<file path="config.mk">
export PLATFORM = sky130hd
export DESIGN_NAME = shift_subtract_divider
export DESIGN_NICKNAME = d
export VERILOG_FILES = /design/src/rtl/shift_subtract_divider.sv
export SDC_FILE = /design/constraint.sdc
export NUM_CORES = 1
export LEC_CHECK = 0
export ABC_AREA = 1
export BUFFER_PORTS_ARGS = -buffer_cell sky130_fd_sc_hd__buf_2
export CAP_MARGIN = 20
export CORE_MARGIN = 2
export CORE_UTILIZATION = 59
export CTS_CLUSTER_DIAMETER = 60
export DETAILED_ROUTE_END_ITERATION = 8
export GPL_TIMING_DRIVEN = 0
export HOLD_SLACK_MARGIN = 0.02
export PLACE_DENSITY = 0.87
export SKIP_CTS_REPAIR_TIMING = 1
export SKIP_LAST_GASP = 1
export SLEW_MARGIN = 20
export SYNTH_ARGS = -nofsm -noshare
export SYNTH_HDL_FRONTEND = slang
export SYNTH_SLANG_ARGS = --single-unit
</file>
<file path="constraint.sdc">
create_clock -name clock -period 4.2 [get_ports clock]
set_input_delay 0.42 -clock clock [delete_from_list [all_inputs] [get_ports clock]]
set_output_delay 0.42 -clock clock [all_outputs]
set_load 0.01 [all_outputs]
</file>
<file path="src/rtl/shift_subtract_divider.sv">
`default_nettype none
// ============================================================================
// Module      : shift_subtract_divider
// Description : Unsigned restoring divider. Retires one quotient bit per
//               ITER cycle, so a divide takes WIDTH+1 cycles from the
//               accepting edge to the done pulse. A zero divisor skips the
//               iteration and publishes a flagged result on the next edge.
// Revision    : 1.0 - initial release
// ============================================================================
module shift_subtract_divider #(
    parameter int WIDTH = 4
) (
    input  logic             clock,
    input  logic             reset,
    input  logic             start,
    input  logic [WIDTH-1:0] dividend,
    input  logic [WIDTH-1:0] divisor,
    output logic [WIDTH-1:0] quotient,
    output logic [WIDTH-1:0] remainder,
    output logic             busy,
    output logic             done,
    output logic             div_by_zero
);

    // Enough counter bits to index WIDTH iterations (0 .. WIDTH-1).
    localparam int                 CNT_W  = (WIDTH > 2) ? $clog2(WIDTH) : 1;
    localparam logic [CNT_W-1:0]   C_LAST = CNT_W'(WIDTH - 1);

    typedef enum logic [1:0] {
        S_IDLE = 2'd0,
        S_ITER = 2'd1,
        S_DONE = 2'd2
    } state_t;

    state_t             r_state;
    // After every restoring step the partial remainder is below the divisor,
    // so its top bit is always zero and only WIDTH bits need to be kept;
    // the extra bit lives only in the shifted/trial datapath below.
    logic [WIDTH-1:0]   r_rem;
    logic [WIDTH-1:0]   r_quo;
    logic [WIDTH-1:0]   r_div;
    logic [CNT_W-1:0]   r_cnt;

    logic [WIDTH:0]     w_shift_rem;
    logic [WIDTH:0]     w_trial;
    logic [WIDTH-1:0]   w_next_rem;
    logic [WIDTH-1:0]   w_next_quo;

    // One restoring step: shift {R,Q} left, trial-subtract D, keep or restore.
    always_comb begin
        w_shift_rem = {r_rem, r_quo[WIDTH-1]};
        w_trial     = w_shift_rem - {1'b0, r_div};
        w_next_rem  = w_trial[WIDTH] ? w_shift_rem[WIDTH-1:0] : w_trial[WIDTH-1:0];
        w_next_quo  = {r_quo[WIDTH-2:0], ~w_trial[WIDTH]};
    end

    // Control FSM, working registers and published results.
    always_ff @(posedge clock) begin
        if (reset) begin
            r_state     <= S_IDLE;
            r_rem       <= '0;
            r_quo       <= '0;
            r_div       <= '0;
            r_cnt       <= '0;
            quotient    <= '0;
            remainder   <= '0;
            div_by_zero <= 1'b0;
            busy        <= 1'b0;
            done        <= 1'b0;
        end else begin
            case (r_state)
                S_IDLE: begin
                    if (start) begin
                        busy <= 1'b1;
                        if (divisor == '0) begin
                            quotient    <= '1;
                            remainder   <= dividend;
                            div_by_zero <= 1'b1;
                            done        <= 1'b1;
                            r_state     <= S_DONE;
                        end else begin
                            r_rem   <= '0;
                            r_quo   <= dividend;
                            r_div   <= divisor;
                            r_cnt   <= '0;
                            done    <= 1'b0;
                            r_state <= S_ITER;
                        end
                    end
                end
                S_ITER: begin
                    r_rem <= w_next_rem;
                    r_quo <= w_next_quo;
                    r_cnt <= r_cnt + 1'b1;
                    if (r_cnt == C_LAST) begin
                        quotient    <= w_next_quo;
                        remainder   <= w_next_rem;
                        div_by_zero <= 1'b0;
                        done        <= 1'b1;
                        r_state     <= S_DONE;
                    end
                end
                S_DONE: begin
                    busy    <= 1'b0;
                    done    <= 1'b0;
                    r_state <= S_IDLE;
                end
                default: begin
                    busy    <= 1'b0;
                    done    <= 1'b0;
                    r_state <= S_IDLE;
                end
            endcase
        end
    end

endmodule
`default_nettype wire

</file>
# Word-level counts from Yosys, hierarchy flattened
# Index checks and enable logic that the tools add are counted.
dict set report classes {
  n_eq_ne 6
  muxes 32
  reduce_logical 8
  n_bitwise 3
  n_addsub 2
}
# cell n
set ops {}
lappend ops {{4-bit 2-to-1 mux} 11}
lappend ops {{4-bit case mux with 2 select lines} 4}
lappend ops {{2-bit 2-to-1 mux} 5}
lappend ops {{2-bit != test (second input constant)} 4}
lappend ops {{2-bit case mux with 2 select lines} 2}
lappend ops {{1-bit 2-to-1 mux} 7}
lappend ops {{1-bit case mux with 2 select lines} 3}
lappend ops {{3-bit AND reduction} 2}
lappend ops {{5-bit by 4-bit subtractor with 5-bit output} 1}
lappend ops {{4-bit logical NOT} 1}
lappend ops {{2-bit AND reduction} 2}
lappend ops {{4-bit AND reduction} 1}
lappend ops {{1-bit inverter} 3}
lappend ops {{2-bit by 1-bit adder with 2-bit output (second input constant)} 1}
lappend ops {{2-bit by 1-bit equality test with 1-bit output (second input constant)} 1}
lappend ops {{2-bit equality test (second input constant)} 1}
lappend ops {{2-bit logical NOT} 1}
lappend ops {{2-bit nonzero test} 1}
dict set report word_totals {
  register_bits 27
  output_inout_bits 11
  in_bits 11
}

# Logic depth before layout (Yosys ltp)
dict set report depth {
  ltp_word 4
  ltp_mapped 12
  mapped_depth_nobuf 12
}

# Worst setup path before layout
# Ideal clock, no wire load.
dict set report synth_path {
  path_type {register -> register}
  start {register r_quo[3]}
  end {register r_rem[3]}
  slack_ns 2.566
  t_required_ns 4.091
  stages_incl_launch_ff 12
  path_buffers 0
  setup_ns 0.109
  t_arrival_ns 1.525
  path_cell_list {dfxtp_1 > inv_1 > ha_1 > fa_1 > inv_1 > nand3_1 > nand3_1 > nand2_1 > nand3_1 > nand3_1 > nand2_1 > inv_1}
}
dict set report synth_via {
  elab_chain_cells 3
}
# item line
set synth_rtl {}
lappend synth_rtl {{start, declared} 40} ;# logic [WIDTH-1:0] r_quo;
lappend synth_rtl {{start signal, assigned} 83} ;# r_quo <= dividend;
lappend synth_rtl {{start signal, assigned} 93} ;# r_quo <= w_next_quo;
lappend synth_rtl {{5-bit by 4-bit subtractor with 5-bit output} 52} ;# w_trial = w_shift_rem - {1'b0, r_div};
lappend synth_rtl {{4-bit 2-to-1 mux} 53} ;# w_next_rem = w_trial[WIDTH] ? w_shift_rem[WIDTH-1:0] : w_trial[WIDTH-1:0];
lappend synth_rtl {{4-bit case mux with 2 select lines} 71} ;# case (r_state)
lappend synth_rtl {{end signal, assigned} 92} ;# r_rem <= w_next_rem;
lappend synth_rtl {{end, declared} 39} ;# logic [WIDTH-1:0] r_rem;
# No other way between the ends.
# A chain may end at the register's enable or synchronous reset.

# Worst setup path in the final report
dict set report layout_path {
  start {register r_quo[3]}
  end {register r_rem[0]}
}
dict set report layout_via {
  elab_chain_cells 3
}
# item line
set layout_rtl {}
lappend layout_rtl {{5-bit by 4-bit subtractor with 5-bit output} 52}
lappend layout_rtl {{4-bit 2-to-1 mux (*)} 53}
lappend layout_rtl {{4-bit case mux with 2 select lines (*)} 71}
# Mark *: on every way between the ends. The rest lies on a longest branch, timed or not.

==> metrics.md <==
| Metric | Value |
|---|---|
| Status | finished clean |
| Worst-Margin Slew | ~0.45 ns |
| PwrDens | 400.6 nW/um^2 |
| Util after Layout | 0.6985 |
| CP Launch Point | r_quo[3] |
| Yosys top cell area share | 0.3845 |
| Ports | 22 |
| Starting Density | 0.6179 |
| Routed WL per cell | ~12 um |
| Fin crit share | 0.4627 |
| Row cnt | 17 |
| CTS tree | done |
| Most used cell, CP | nand3_1 |
| Worst path depth | 11 |
| Critical Path Slowest Stage Cell | fa_1 |
| Antenna diodes | 0 |
| Register area share after synthesis | 0.3845 |
| Total wire length | 2940 um |
| Root Driver | clkbuf_4 |
| Slew HR | 0.7017 |
| Drc violations | 0 |
| Synth Net Count | 209 |
| Synth Cell Area | approximately 1400 um^2 |
| Die height | 51.90 um |
| # fillers | 181 |
| Min Clock Period, post-route | 1.943 ns |
| Max Slew Vio Count | 0 |
| Share of layout cells above drive strength 1 | 0.1613 |
| Worst setup path endpoint | r_rem[0] |
| Final setup viols | 0 |
| Total track usage | 0.2436 |
| Grt total ovfl | 0 |
| Max FO, Critical Path | 5 |
| RSZ-0062 raised after global routing | false |
| Fin. Hold Viols | 0 |
| Register area | around 520 um^2 |
| Antenna violations before repair | 0 |
| Clk_lat worst skew | 0.33 ns |
| 1st-iter DRT viols | 31 |
| Crit path max-delay family | simple AND/OR/NAND/NOR gates |
| Yosys Warn Count | 0 |
| Detail Route Antenna Nets | 0 |
| Max Clk Rate | 514.6 MHz |
| H-tree depth | 1 |
| Via Count | 1286 |
| Gp weighted congestion | ~0.84 |
| Critical path type | register to register |
| Crit. End Element | register |
| Synth-to-Final Area Change | 13.03% |
| FF-to-FF End | r_rem[0] |
| Leading area contributor after synthesis | dfxtp_1 |
| Register bit total from synthesis | 26 |
| Max-cap violation count | 0 |
| Fin Setup TNS | 0 ns |
| Syn Inst Count | 192 |
| Clock Skew | about 0.012 ns |
| Drt pass-1 iters | 4 |
| Mean area per synthesized cell | 7.051 um^2 |
| Die width | 51.90 um |
| Hpwl dp | 2265 um |
| Core area | 2191 um^2 |
| Hold WS | 0.3663 ns |
| Clk sinks | 26 |
| Clk pin slew, worst setup/hold paths | 0.14 ns |
| Worst reg-to-reg path cell count | 11 |
| Power Total | 0.0006129 W |
| Max Root-Sink Buffers | 2 |
| TritonCTS Buffers | 3 |
| Vias/cell | 5.249 |
| Yosys cell types | 23 |
| Worst hold path class | primary input to register |
| Worst r2r src | r_quo[3] |
| Count of buffer and inverter cells on the critical path | 3 |
| Crit path cell chain | inv_1, ha_1, fa_1, inv_1, nand3_1, nand3_1, nand2_1, nand3_1, nand3_1, nand2_1, inv_1 |
| First-pass GRT wire length | 4905 um |
| Die area | 2694 um^2 |
| Worst setup SP type | register |
| Leakage | 0.8191 nW |
| IO buf count | 21 |
| Layout Nets | between 200 and 250 |
| Multi-input combinational cell area | about 650 um^2 |
| Worst EP required | 4.44 ns |
| Vias in the first global route | ~1200 |
| Reg2reg setup slack | between 2 and 2.5 ns |
| Crit path largest cell delay | 0.41 ns |
| Max VDD drop | around 0.33 mV |
| Worst EP arrival | 2.19 ns |
| Top cells by area, synth | dfxtp_1 38%, inv_1 11%, nand3_1 9.2% |
| Largest net degree at the start of global routing | 15 |
[worst reg2reg max path, stage by stage (launching register included)]
cell and delay [ns]:
dfxtp_1 0.36, inv_1 0.06, ha_1 0.22, fa_1 0.41
inv_1 0.10, nand3_1 0.10, nand3_1 0.12, nand2_1 0.15
nand3_1 0.12, nand3_1 0.09, nand2_1 0.08, inv_1 0.03
[sequential cells by signal, summed over array words and instances, names as in the netlist]
signal       flops
r_state          1
r_quo            4
div_by_zero      1
busy             1
r_div            4
done             1
remainder        4
r_cnt            2
r_rem            4
quotient         4
[power breakdown]
part           internal (W)  switching (W)
combinational     0.0000711       0.000122
sequential         0.000275      0.0000163
clock             0.0000532      0.0000756
total              0.000399       0.000214
[logic make-up after synthesis]
group,after synthesis,share of synthesized area
AOI/OAI and AO/OA,37,0.1469
xor gates and xnor gates,1,0.006471
adders and majority gates,6,0.06100
buffers and inverters,46,0.1386
DFF,26,0.3845
and+or+nand+nor,76,0.2625
[metrics by stage]
stage          setup WS, ns  cells  cell area [um^2]
2_1_floorplan         2.566    192              1354
3_3_place_gp          2.411    241              1494
3_5_place_dp          2.353    241              1494
4_1_cts               2.324    245              1530
5_1_grt               2.130    245              1530
6_report              2.257    245              1530
[final cells by class]
class / instances / share of cell area
multi-input combinational: 120 / 0.4219
inverter: 42 / 0.1030
buffer: 4 / 0.01962
sequential: 26 / 0.3401
timing repair buffer: 21 / 0.06868
clock buffer: 4 / 0.02371
tap: 28 / 0.02289
[synth_stat cells]
cell type / n
nor2_4: 2
o21ai_2: 1
nand4_1: 1
dfxtp_1: 26
a21oi_1: 22
o21ai_1: 1
fa_1: 1
inv_1: 41
ha_1: 5
a211oi_1: 3
nand2_1: 31
o21ai_0: 9
buf_4: 2
buf_6: 1
xnor2_1: 1
nand2_2: 1
nand3_1: 25
inv_2: 1
o211ai_1: 1
clkbuf_1: 1
nor3_1: 3
nand2_4: 2
nor2_1: 11
[placed cells by master, fill, tap and decap left out]
master	instances
inv_2	1
nor2_1	11
nand4_1	1
xnor2_1	1
nand3_1	25
inv_1	41
o21ai_2	1
o21ai_1	1
ha_1	5
buf_6	1
nand2_1	31
nand2_4	2
buf_2	21
clkbuf_8	1
clkbuf_1	1
a211oi_1	3
nand2_2	1
clkbuf_4	3
buf_4	2
dfxtp_1	26
o21ai_0	9
nor3_1	3
o211ai_1	1
a21oi_1	22
nor2_4	2
fa_1	1
[layer usage]
metal | wire length (um) | GRT usage | vias to the layer above
li1 | - | - | 661
met1 | 1236 | 0.2818 | 572
met2 | 1472 | 0.4262 | 46
met3 | 164 | 0.04023 | 7
met4 | 67 | 0.1272 | 0
met5 | 0 | 0 | -
[how the worst min path moves through the flow]
stage	startpoint	endpoint	cells past startpoint
after floorplan	r_div[0]	r_div[0]	2
after CTS	reset	remainder[1]	4
final	reset	remainder[1]	4
after detailed placement	r_div[3]	r_div[3]	2
after global placement	r_div[0]	r_div[0]	2
after global routing	reset	remainder[1]	4
Power figures use the tool's default switching activity.
